===== config.mk =====
export PLATFORM = sky130hd
export DESIGN_NAME = dmem_arbiter_flat
export DESIGN_NICKNAME = d
export VERILOG_FILES = /design/src/rtl/dmem_arbiter_if.sv /design/src/rtl/dmem_arbiter.sv /design/src/flat_wrapper.sv
export SDC_FILE = /design/constraint.sdc
export NUM_CORES = 1
export LEC_CHECK = 0
export ABC_AREA = 1
export CAP_MARGIN = 20
export CORE_AREA = 5 5 130 132
export CTS_CLUSTER_DIAMETER = 200
export DETAILED_ROUTE_END_ITERATION = 6
export DIE_AREA = 0 0 135 137
export PLACE_DENSITY_LB_ADDON = 0.15
export SYNTH_ARGS = -nofsm -noshare
export SYNTH_HDL_FRONTEND = slang
export SYNTH_SLANG_ARGS = --single-unit

===== constraint.sdc =====
create_clock -name clock -period 4.3 [get_ports clock]
set_clock_uncertainty 0.15 [all_clocks]
set_input_delay 0.645 -clock clock [delete_from_list [all_inputs] [get_ports clock]]
set_output_delay 0.645 -clock clock [all_outputs]
set_load 0.005 [all_outputs]

===== src/rtl/dmem_arbiter_if.sv =====
// dmem_arbiter_if: requester handshakes and memory-side bus of the data-memory arbiter
interface dmem_arbiter_if #(parameter int ERR_CNT_W = 16);
  logic                 w_req_0, w_req_1;
  logic [31:0]          w_addr_0, w_addr_1;
  logic [31:0]          w_wdata_0, w_wdata_1;
  logic                 w_write_0, w_write_1;
  logic                 w_byte_0, w_byte_1;
  logic                 w_gnt_0, w_gnt_1;
  logic                 w_done_0, w_done_1;
  logic                 w_err_0, w_err_1;
  logic [31:0]          w_rdata;
  logic [31:0]          w_mem_addr;
  logic [31:0]          w_mem_wdata;
  logic                 w_mem_write;
  logic                 w_mem_en;
  logic                 w_mem_byte;
  logic [31:0]          w_mem_rdata_32;
  logic [7:0]           w_mem_rdata_8;
  logic [ERR_CNT_W-1:0] w_err_count;
  modport master (
    output w_req_0, w_req_1, w_addr_0, w_addr_1, w_wdata_0, w_wdata_1,
    output w_write_0, w_write_1, w_byte_0, w_byte_1, w_mem_rdata_32, w_mem_rdata_8,
    input  w_gnt_0, w_gnt_1, w_done_0, w_done_1, w_err_0, w_err_1, w_rdata,
    input  w_mem_addr, w_mem_wdata, w_mem_write, w_mem_en, w_mem_byte, w_err_count
  );
  modport slave (
    input  w_req_0, w_req_1, w_addr_0, w_addr_1, w_wdata_0, w_wdata_1,
    input  w_write_0, w_write_1, w_byte_0, w_byte_1, w_mem_rdata_32, w_mem_rdata_8,
    output w_gnt_0, w_gnt_1, w_done_0, w_done_1, w_err_0, w_err_1, w_rdata,
    output w_mem_addr, w_mem_wdata, w_mem_write, w_mem_en, w_mem_byte, w_err_count
  );
endinterface


===== src/rtl/dmem_arbiter.sv =====
// dmem_arbiter: round-robin two-port arbiter and range-checked access sequencer for the data memory
module dmem_arbiter #(
  parameter logic [31:0] BASE_ADDR = 32'h80020000,
  parameter logic [31:0] MEM_DEPTH = 32'd1000000,
  parameter int          ERR_CNT_W = 16
) (
  input logic          clock,
  input logic          reset_n,
  dmem_arbiter_if.slave bus
);
  typedef enum logic [1:0] {IDLE, ACCESS, RESP} state_t;
  state_t               state, state_nx;
  logic                 ptr, port, port_nx, take, write, byte_op, err, legal;
  logic [31:0]          addr, wdata, rdata, off;
  logic [ERR_CNT_W-1:0] err_cnt;
  always_comb begin
    take     = (state == IDLE) ? (bus.w_req_0 | bus.w_req_1) :
               (state == RESP) ? (port ? bus.w_req_0 : bus.w_req_1) : 1'b0;
    port_nx  = (state == RESP) ? ~port : ((bus.w_req_0 && bus.w_req_1) ? ptr : bus.w_req_1);
    state_nx = take ? ACCESS : (state == ACCESS) ? RESP : IDLE;
  end
  assign off   = addr - BASE_ADDR;
  assign legal = byte_op ? (off <= MEM_DEPTH) : (off[1:0] == 2'b00 && off <= MEM_DEPTH - 32'd3);
  always_ff @(posedge clock or negedge reset_n) begin
    if (!reset_n) begin
      state   <= IDLE;
      ptr     <= 1'b0;
      port    <= 1'b0;
      addr    <= '0;
      wdata   <= '0;
      write   <= 1'b0;
      byte_op <= 1'b0;
      rdata   <= '0;
      err     <= 1'b0;
      err_cnt <= '0;
    end else begin
      state <= state_nx;
      if (take) begin
        port    <= port_nx;
        ptr     <= ~port_nx;
        addr    <= port_nx ? bus.w_addr_1  : bus.w_addr_0;
        wdata   <= port_nx ? bus.w_wdata_1 : bus.w_wdata_0;
        write   <= port_nx ? bus.w_write_1 : bus.w_write_0;
        byte_op <= port_nx ? bus.w_byte_1  : bus.w_byte_0;
      end
      if (state == ACCESS) begin
        rdata <= (!legal || write) ? 32'h0 : byte_op ? {24'h0, bus.w_mem_rdata_8} : bus.w_mem_rdata_32;
        err   <= ~legal;
        if (!legal && !(&err_cnt))
          err_cnt <= err_cnt + ERR_CNT_W'(1);
      end
    end
  end
  assign bus.w_gnt_0     = (state == ACCESS) && !port;
  assign bus.w_gnt_1     = (state == ACCESS) && port;
  assign bus.w_done_0    = (state == RESP) && !port;
  assign bus.w_done_1    = (state == RESP) && port;
  assign bus.w_err_0     = bus.w_done_0 && err;
  assign bus.w_err_1     = bus.w_done_1 && err;
  assign bus.w_rdata     = rdata;
  assign bus.w_mem_addr  = addr;
  assign bus.w_mem_wdata = wdata;
  assign bus.w_mem_write = (state == ACCESS) && write;
  assign bus.w_mem_en    = (state == ACCESS) && legal;
  assign bus.w_mem_byte  = byte_op;
  assign bus.w_err_count = err_cnt;
endmodule


===== src/flat_wrapper.sv =====
// flat-port wrapper written by rule: the top's interface ports become plain ports
module dmem_arbiter_flat 
#(
  parameter logic [31:0] BASE_ADDR = 32'h80020000,
  parameter logic [31:0] MEM_DEPTH = 32'd1000000,
  parameter int          ERR_CNT_W = 16
)
  (clock, reset_n, bus_w_req_0, bus_w_req_1, bus_w_addr_0, bus_w_addr_1, bus_w_wdata_0, bus_w_wdata_1, bus_w_write_0, bus_w_write_1, bus_w_byte_0, bus_w_byte_1, bus_w_mem_rdata_32, bus_w_mem_rdata_8, bus_w_gnt_0, bus_w_gnt_1, bus_w_done_0, bus_w_done_1, bus_w_err_0, bus_w_err_1, bus_w_rdata, bus_w_mem_addr, bus_w_mem_wdata, bus_w_mem_write, bus_w_mem_en, bus_w_mem_byte, bus_w_err_count);
  dmem_arbiter_if #(.ERR_CNT_W(ERR_CNT_W)) bus_i ();
  input logic clock;
  input logic reset_n;
  input wire logic [$bits(bus_i.w_req_0)-1:0] bus_w_req_0;
  input wire logic [$bits(bus_i.w_req_1)-1:0] bus_w_req_1;
  input wire logic [$bits(bus_i.w_addr_0)-1:0] bus_w_addr_0;
  input wire logic [$bits(bus_i.w_addr_1)-1:0] bus_w_addr_1;
  input wire logic [$bits(bus_i.w_wdata_0)-1:0] bus_w_wdata_0;
  input wire logic [$bits(bus_i.w_wdata_1)-1:0] bus_w_wdata_1;
  input wire logic [$bits(bus_i.w_write_0)-1:0] bus_w_write_0;
  input wire logic [$bits(bus_i.w_write_1)-1:0] bus_w_write_1;
  input wire logic [$bits(bus_i.w_byte_0)-1:0] bus_w_byte_0;
  input wire logic [$bits(bus_i.w_byte_1)-1:0] bus_w_byte_1;
  input wire logic [$bits(bus_i.w_mem_rdata_32)-1:0] bus_w_mem_rdata_32;
  input wire logic [$bits(bus_i.w_mem_rdata_8)-1:0] bus_w_mem_rdata_8;
  output wire logic [$bits(bus_i.w_gnt_0)-1:0] bus_w_gnt_0;
  output wire logic [$bits(bus_i.w_gnt_1)-1:0] bus_w_gnt_1;
  output wire logic [$bits(bus_i.w_done_0)-1:0] bus_w_done_0;
  output wire logic [$bits(bus_i.w_done_1)-1:0] bus_w_done_1;
  output wire logic [$bits(bus_i.w_err_0)-1:0] bus_w_err_0;
  output wire logic [$bits(bus_i.w_err_1)-1:0] bus_w_err_1;
  output wire logic [$bits(bus_i.w_rdata)-1:0] bus_w_rdata;
  output wire logic [$bits(bus_i.w_mem_addr)-1:0] bus_w_mem_addr;
  output wire logic [$bits(bus_i.w_mem_wdata)-1:0] bus_w_mem_wdata;
  output wire logic [$bits(bus_i.w_mem_write)-1:0] bus_w_mem_write;
  output wire logic [$bits(bus_i.w_mem_en)-1:0] bus_w_mem_en;
  output wire logic [$bits(bus_i.w_mem_byte)-1:0] bus_w_mem_byte;
  output wire logic [$bits(bus_i.w_err_count)-1:0] bus_w_err_count;
  assign bus_i.w_req_0 = bus_w_req_0;
  assign bus_i.w_req_1 = bus_w_req_1;
  assign bus_i.w_addr_0 = bus_w_addr_0;
  assign bus_i.w_addr_1 = bus_w_addr_1;
  assign bus_i.w_wdata_0 = bus_w_wdata_0;
  assign bus_i.w_wdata_1 = bus_w_wdata_1;
  assign bus_i.w_write_0 = bus_w_write_0;
  assign bus_i.w_write_1 = bus_w_write_1;
  assign bus_i.w_byte_0 = bus_w_byte_0;
  assign bus_i.w_byte_1 = bus_w_byte_1;
  assign bus_i.w_mem_rdata_32 = bus_w_mem_rdata_32;
  assign bus_i.w_mem_rdata_8 = bus_w_mem_rdata_8;
  assign bus_w_gnt_0 = bus_i.w_gnt_0;
  assign bus_w_gnt_1 = bus_i.w_gnt_1;
  assign bus_w_done_0 = bus_i.w_done_0;
  assign bus_w_done_1 = bus_i.w_done_1;
  assign bus_w_err_0 = bus_i.w_err_0;
  assign bus_w_err_1 = bus_i.w_err_1;
  assign bus_w_rdata = bus_i.w_rdata;
  assign bus_w_mem_addr = bus_i.w_mem_addr;
  assign bus_w_mem_wdata = bus_i.w_mem_wdata;
  assign bus_w_mem_write = bus_i.w_mem_write;
  assign bus_w_mem_en = bus_i.w_mem_en;
  assign bus_w_mem_byte = bus_i.w_mem_byte;
  assign bus_w_err_count = bus_i.w_err_count;
  dmem_arbiter #(.BASE_ADDR(BASE_ADDR), .MEM_DEPTH(MEM_DEPTH), .ERR_CNT_W(ERR_CNT_W)) u_core (.clock(clock), .reset_n(reset_n), .bus(bus_i));
endmodule

==> results, run 1 <==
- The run finished with clean final reports.
- In this run the count of I/O pins placed on the die edge is 297.
- The number of buffers and inverters on the critical path is 3.
- After clock tree synthesis, the clock-pin slew on the worst setup and hold paths is 0.06 ns.
- After synthesis, the mean cell area works out to 7.82 µm².
- The cell area power density is 624 mW/mm².
- The final-report max-slew violation count is 0.
- The floorplan die width is 135 µm.
- Entering global routing, the biggest net connects 68 pins.
- The cell with the largest stage delay on the worst path is sky130_fd_sc_hd__clkdlybuf4s50_1.
- Counting flops and latches in the post-synthesis netlist gives 119.
- The detailed-route via count is 6708.
- The required time of the critical path is 3.50 ns.
- In this run, post-CTS hold repair placed 0 buffers.
- The count of mapped cells out of synthesis is 796.
- The synthesized netlist devotes 3.62% of its cell area to compound gates.
- The number of antenna diodes in the final layout is 0.
- The fraction of synthesized area in multiplexers is 0%.
- The maximum fanout encountered on the critical timing path is 20.
- The total congestion overflow is 0.
- After routing the design area is 0.00993 mm².
- The wire length of the first global-routing pass is 34900 µm.
- The worst path setup slack after routing is 0.787 ns.
- Setup violations remaining at the end of the flow were counted as 0.
- The via count normalized by instance count is 5.18.
- Buffers added to address setup during post-CTS repair amount to 0.
- Derived from the worst setup path, the maximum achievable clock frequency is 285 MHz.
- Once placement completed, the tool counted placed cells totaling 1264.
- The core region is 0.0156 mm².
- Of the synthesized area, sequential elements account for 47.8%.
- Relative to the synthesized area, the layout overhead comes to 59.5%.
- The worst-skew pair later-pin latency is 0.41 ns.
- The capture point of the worst reg-to-reg path is u_core.bus.w_rdata[17].
- The worst hold-check path type is primary input to asynchronous set/reset pin.
- The fraction of registers with async set or reset after synthesis is 100%.
- The final design utilization is 63.7%.
- In this run the tightest slew margin relative to its limit is 39.2%.
- The tool flagged a number of max-cap violations equal to 0.
- The buffer type at the clock tree root is sky130_fd_sc_hd__clkbuf_16.
- The number of enable-type register cells in the synthesized netlist is 0.
- The global placement routability congestion is 0.881.
- At the placement stage, the worst setup path has a slack of 1.22 ns.
- The detailed-placement wirelength estimate is 16200 µm.
- In this run the worst setup path begins at u_core.bus.w_mem_addr[17].
- After synthesis, the largest family of logic cells by area is simple AND/OR/NAND/NOR gates.
- In the synthesized netlist the dominant register cell turns out to be sky130_fd_sc_hd__dfrtp_1.
- Walking the worst path, the cells encountered are inv_2 > ha_1 > nand3_2 > nor2_1 > nand2_1 > nand2_1 > nand3_1 > nor2_1 > nand3_2 > buf_4 > nor2_1 > clkdlybuf4s50_1.
- Subtracting the final worst setup slack from the clock period gives 3.51 ns.
- Across every metal layer, demand over resource in global routing totals 24.0%.
- The number of clock buffers added by TritonCTS is 17.
- During synthesis, Yosys emitted a total of 0 warnings.
- Among cell families on the critical path, the largest total delay comes from simple AND/OR/NAND/NOR gates.
- In this run the core area contains 46 standard-cell rows.
- The summed negative setup slack over all endpoints is 0 ns.
- The largest single stage delay on the critical path is 0.52 ns.
- The most critical setup path has its endpoint at bus_w_mem_en.
- Among all cell types in the netlist, the one instantiated most often is sky130_fd_sc_hd__nand2_1.
- The number of sinks on the clock net is 119.
- The maximum clock insertion buffer count is 2.
- The final routed wire length divided by cell count is 17.3 µm.
- STA classifies the critical path startpoint as a register.
- Data arrives at the worst endpoint at 2.72 ns.
- The synthesized net count is 974.
- The total number of cells along the worst setup path is 12.
- The fraction of synthesized cell area in xor and xnor cells is 1.97%.
- The largest voltage drop on the vdd net is 0.364 mV.
- The power after layout is 6.20 mW.
- sky130_fd_sc_hd__dfrtp_1 takes more of the synthesized area than any other cell.
- After detailed routing, the number of remaining DRC violations is 0.
- After synthesis, the most frequently instantiated cells are 206 x sky130_fd_sc_hd__nand2_1, 156 x sky130_fd_sc_hd__nand3_1, 119 x sky130_fd_sc_hd__dfrtp_1.
- The worst setup path category is register to output port.
- The clock tree from TritonCTS is yes.
- The cell area after placement is 0.00930 mm².
- The worst register-to-register path begins at u_core.bus.w_mem_addr[17].
- Cells with a size suffix above 1 make up 5.65% of the layout.
- The final cell count without fillers is 1296.
- The final layout net count is 1245.
- The number of fill cells is 1375.
- The worst setup path is captured at an output port.
- The worst reg2reg path depth is 13.
- The final layout contains routed wiring with a total length of 22400 µm.
- The number of hold violations in the final report is 0.
- Ranked by total cell area, the synthesized netlist is headed by sky130_fd_sc_hd__dfrtp_1 48%, sky130_fd_sc_hd__nand3_1 13%, sky130_fd_sc_hd__nand2_1 12%.
- In this run, the number of DRC markers left after iteration 0 of detailed routing was 394.
- The synthesized netlist devotes 38.8% of its cell area to simple gates.
- The number of H-tree levels is 4.
- The initial cell density of the core is 39.9%.
- The post-synth design cell area is 0.00623 mm².
- The post-synthesis adder-cell area fraction is 0.402%.
- The via count of the first global-routing pass is 6674.
- The fraction of synthesized cell area taken by the top area cell type is 47.8%.
- The transition time at the pin with the least slew margin is 0.910 ns.
- Summed over all cells, the static leakage comes to 4.50 nW.
- The number of buffer cells added on primary ports is 296.
- The detail route stage leaves a number of antenna-violating nets equal to 0.
- After clock tree synthesis, the repair step resized 0 gates.
- The portion of the clock cycle consumed by the worst path in the final layout is 81.7%.
- The minimum setup slack among reg-to-reg paths is 1.60 ns.
- The first TritonRoute pass finished after 5 iterations.
- The die area is 0.0185 mm².
- The worst hold slack across all endpoints is 0.196 ns.
- The initial antenna violation count is 0.
- Setup repair after global routing left no endpoint under its margin.
- In this run the vertical extent of the chip is 137 µm.
- The count of different cell masters after synthesis is 32.
- Among the stages of the critical path, the cell type that occurs most often is sky130_fd_sc_hd__nor2_1.
[how the worst min path moves through the flow]
stage                     cells past startpoint  slack, ns                   endpoint
after floorplan                               0       0.20  u_core.bus.w_err_count[0]
after global placement                        2       0.31      u_core.bus.w_rdata[6]
after detailed placement                      2       0.31     u_core.bus.w_rdata[29]
after CTS                                     1       0.23     u_core.bus.w_rdata[27]
after global routing                          1       0.26     u_core.bus.w_rdata[27]
final                                         1       0.20     u_core.bus.w_rdata[27]
[registers in the layout, summed over array words and instances (netlist names)]
register,cells
u_core.bus.w_err_count,16
u_core.bus.w_mem_addr,32
u_core.bus.w_mem_byte,1
u_core.bus.w_mem_wdata,32
u_core.bus.w_rdata,32
u_core.err,1
u_core.port,1
u_core.ptr,1
u_core.state,2
u_core.write,1
[power by group]
part           switching (mW)  internal, mW
combinational            1.59          1.25
clock                   0.504          1.03
sequential              0.336          1.48
total                    2.43          3.77
[kinds of logic (layout without fill, tap and decap cells)]
family / after synthesis / count (layout)
AO/OA/AOI/OAI: 32 / 32
adder cells (fa/ha/maj): 2 / 2
flip-flops: 119 / 119
AND/OR/NAND/NOR: 520 / 520
buffers and inverters: 109 / 393
XOR/XNOR: 14 / 14
[layer usage]
metal,track usage [%],share of wire [%]
met5,0,0
met4,9.74,2.6
met3,8.16,9.5
met2,38.5,48
met1,29.9,40
[cell type report]
type                    instances  area [µm²]  area share, %
clock buffers                  24         492           4.95
clock inverters                 8         143           1.44
inverters                      54         203           2.04
multi-input cells             568        2810           28.2
flip-flops and latches        119        2980           30.0
well taps                     216         270           2.72
repair buffers                307        3040           30.6
[cell usage in the layout (no fill, tap or decap), drive strengths merged, types with 2 or more instances in the layout]
| cell | instances |
|---|---|
| nand2 | 207 |
| clkbuf | 24 |
| o21ai | 12 |
| nor3 | 7 |
| nand4 | 73 |
| dfrtp | 119 |
| o221ai | 16 |
| bufinv | 4 |
| ha | 2 |
| nor2 | 69 |
| a21oi | 2 |
| clkdlybuf4s50 | 295 |
| nand3 | 160 |
| buf | 12 |
| clkinv | 3 |
| xnor2 | 4 |
| xor2 | 10 |
| inv | 54 |
(Power assumes the default switching activity.)
==> run 2: changes to the inputs <==
- CORE_AREA: 5 5 130 132 -> 5 5 136 138
- DIE_AREA: 0 0 135 137 -> 0 0 141 143
- clock period: 4.3 -> 3 ns (I/O delays scaled with it)
==> run 2 against run 1 <==
Against the previous run: final area grew 0.47%; worst setup slack lost 0.49 ns; total power grew 41%; utilization shrank 5.2 points; combinational power grew 49%; sequential power grew 41%; final cell count grew 1.4%; via count shrank 1.6%; clock power grew 23%; die area grew 9.0%; register-to-register slack lost 1.1 ns; sequential cell count is the same.
==> results, run 2 (same netlist as run 1, synthesis figures left out) <==
- In this run the horizontal extent of the chip is 141 µm.
- The required time of the critical path is 2.40 ns.
- The maximum fanout encountered on the critical timing path is 5.
- For this design the ratio of total power to cell area is 873 mW/mm².
- The net switching power is 3.49 mW.
- The summed negative setup slack over all endpoints is 0 ns.
- The number of top-level pins is 297.
- The later pin in the worst-skew pair is clocked with a latency of 0.41 ns.
- The initial cell density of the core is 36.5%.
- The internal cell power is 5.22 mW.
- The worst path setup slack after routing is 0.294 ns.
- The first global-routing pass estimated 35400 µm of wire.
- The total congestion overflow is 0.
- The detailed-route via count is 6599.
- At the pin with the least slew margin, the transition time is 0.484 ns.
- Subtracting the final worst setup slack from the clock period gives 2.71 ns.
- Compared with the post-synthesis result, the final layout area differs by 60.3%.
- The startpoint identified for the worst register-to-register timing path is u_core.bus.w_mem_addr[17].
- The number of hold violations in the final report is 0.
- The combined buffer and inverter count along the critical path is 3.
- Walking the worst path, the cells encountered are inv_2 > ha_1 > nand3_2 > inv_1 > nand2_1 > nand2_1 > nand2_1 > nor2_1 > nand2_1 > nor2_2 > nand3_2 > nor2_2 > clkbuf_2.
- The cell with the largest stage delay on the worst path is sky130_fd_sc_hd__dfrtp_1.
- The detailed router finished its first iteration with 354 violations.
- The headroom to the max-slew limit is 67.7%.
- In the layout the commonest cells are 294 x sky130_fd_sc_hd__clkdlybuf4s50_1, 204 x sky130_fd_sc_hd__nand2_1, 155 x sky130_fd_sc_hd__nand3_1.
- The via count normalized by instance count is 5.02.
- Clock tree synthesis found a total of 119 sinks.
- For this design the static power due to leakage is 4.52 nW.
- In this run the standard cell core region covers 0.0171 mm².
- By instance count, the cell type seen most on the critical path is sky130_fd_sc_hd__nand2_1.
- The portion of the clock cycle consumed by the worst path in the final layout is 90.2%.
- The H-tree was split into 4 levels.
- The fraction of final layout cells with drive strength greater than 1 is 6.34%.
- No sink is reached through more buffers than the 2 on the longest clock path.
- Entering global routing, the biggest net connects 84 pins.
- The number of clock buffers inserted by TritonCTS is 17.
- TritonCTS built the clock tree.
- STA classifies the critical path startpoint as a register.
- For this run, design rule violations remaining after detail routing come to 0.
- The initial antenna violation count is 1.
- With fillers left out, the area of the finished cells amounts to 0.00998 mm².
- The final layout net count is 1253.
- Timing analysis after detailed placement gives a worst setup slack of 0.267 ns.
- Setup violations remaining at the end of the flow were counted as 0.
- After floorplanning, the core was divided into 48 placement rows.
- Static timing analysis puts the maximum clock frequency at 369 MHz.
- The final routed wire length divided by cell count is 17.1 µm.
- The clock network power share is 21.6%.
- Sequential cells account for 29.5% of the total power.
- The final-report max-slew violation count was 0.
- The count of buffers added on input and output ports is 296.
- STA puts the critical path data arrival time at 2.11 ns.
- The logic gate share of total power is 48.9%.
- Setup repair after global routing left no endpoint under its margin.
- The die covers 0.0202 mm².
- The top cell family by delay on the critical path is simple AND/OR/NAND/NOR gates.
- The startpoint of the worst setup timing path is u_core.bus.w_mem_addr[17].
- After clock tree synthesis, the clock-pin slew on the worst setup and hold paths is 0.05 ns.
- The number of iterations in the first detailed-routing pass is 4.
- The worst setup path category is register to output port.
- The congestion estimate from routability-driven global placement came to 0.868.
- The placed instances occupy a cell area of 0.00943 mm².
- STA classifies the critical path endpoint as an output port.
- Max-cap violations in this run came to 0.
- The flow ran to the end, and the final reports show no timing, DRC or antenna violations.
- The most frequent standard cell in the layout excluding fill and tap cells is sky130_fd_sc_hd__clkdlybuf4s50_1.
- The fraction of power spent switching nets is 40.1%.
- Measured along the y axis, the die boundary spans 143 µm.
- The delay of the slowest cell on the worst path is 0.39 ns.
- The largest voltage drop on the vdd net is 0.443 mV.
- The wire-length estimate of the detail-placed layout is 16700 µm.
- The buffer type at the clock tree root is sky130_fd_sc_hd__clkbuf_16.
- The worst hold-check path type is primary input to asynchronous set/reset pin.
- Summed over all layers, the routed wires come to 22500 µm.
- The via count of the first global-routing pass is 6659.
- In this run the remaining antenna-violating nets after routing total 0.
- Global routing consumed, over all layers together, 22.2% of the routing resources.
run 2: power by group through the flow:
stage	Combinational (mW)	Sequential [mW]	Clock [mW]
detailed placement	4.31	2.59	0
global route	4.73	2.65	2.00
floorplan	2.25	2.54	0
finish	4.26	2.57	1.88
CTS	4.33	2.58	1.93
global placement	4.30	2.58	0
run 2: routing by layer:
metal  global-route usage [%]  part of all wire (%)  wire length, µm
met3                     8.84                   8.7             1960
met4                     7.50                   1.9              432
met5                        0                     0                0
met1                     27.3                    42             9390
met2                     35.9                    48            10700
run 2: area by class of cell:
| class | instances | area [µm²] |
|---|---|---|
| fillers | 1581 | 7080 |
| well taps | 225 | 282 |
| clock buffers | 23 | 468 |
| clock inverters | 9 | 76.3 |
| flip-flops and latches | 119 | 2980 |
| inverters | 54 | 203 |
| repair buffers | 315 | 3160 |
| diodes | 1 | 2.50 |
| multi-input cells | 568 | 2810 |
run 2: final timing paths:
| path | end | slack (ns) | depth (start not counted) |
|---|---|---|---|
| min reg2reg | u_core.bus.w_rdata[22] | 0.33 | 2 |
| max in group asynchronous | u_core.bus.w_mem_wdata[11] | 1.83 | 3 |
| min in group clock | u_core.bus.w_rdata[22] | 0.33 | 2 |
| min | u_core.bus.w_rdata[15] | 0.29 | 2 |
| max reg2reg | u_core.bus.w_rdata[14] | 0.50 | 16 |
| max | bus_w_mem_en | 0.29 | 13 |
run 2: what timing repair did:
action                     CTS  global route
hold buffers                 1             0
buffers inserted             0             0
cloned                       0             0
pin swaps                    0             0
setup endpoints to repair    1             1
gates resized for setup      1             3
hold endpoints to repair    11             0
run 2: per-stage QoR:
| step | util [%] | power [mW] | hold WS (ns) | instances |
|---|---|---|---|---|
| CTS | 58.5 | 8.84 | 0.264 | 1313 |
| floorplan | - | 4.78 | 0.00441 | 796 |
| global placement | 55.3 | 6.87 | 0.166 | 1280 |
| detailed placement | 55.3 | 6.90 | 0.166 | 1280 |
| global route | 58.5 | 9.38 | 0.295 | 1314 |
| finish | 58.5 | 8.71 | 0.291 | 1314 |
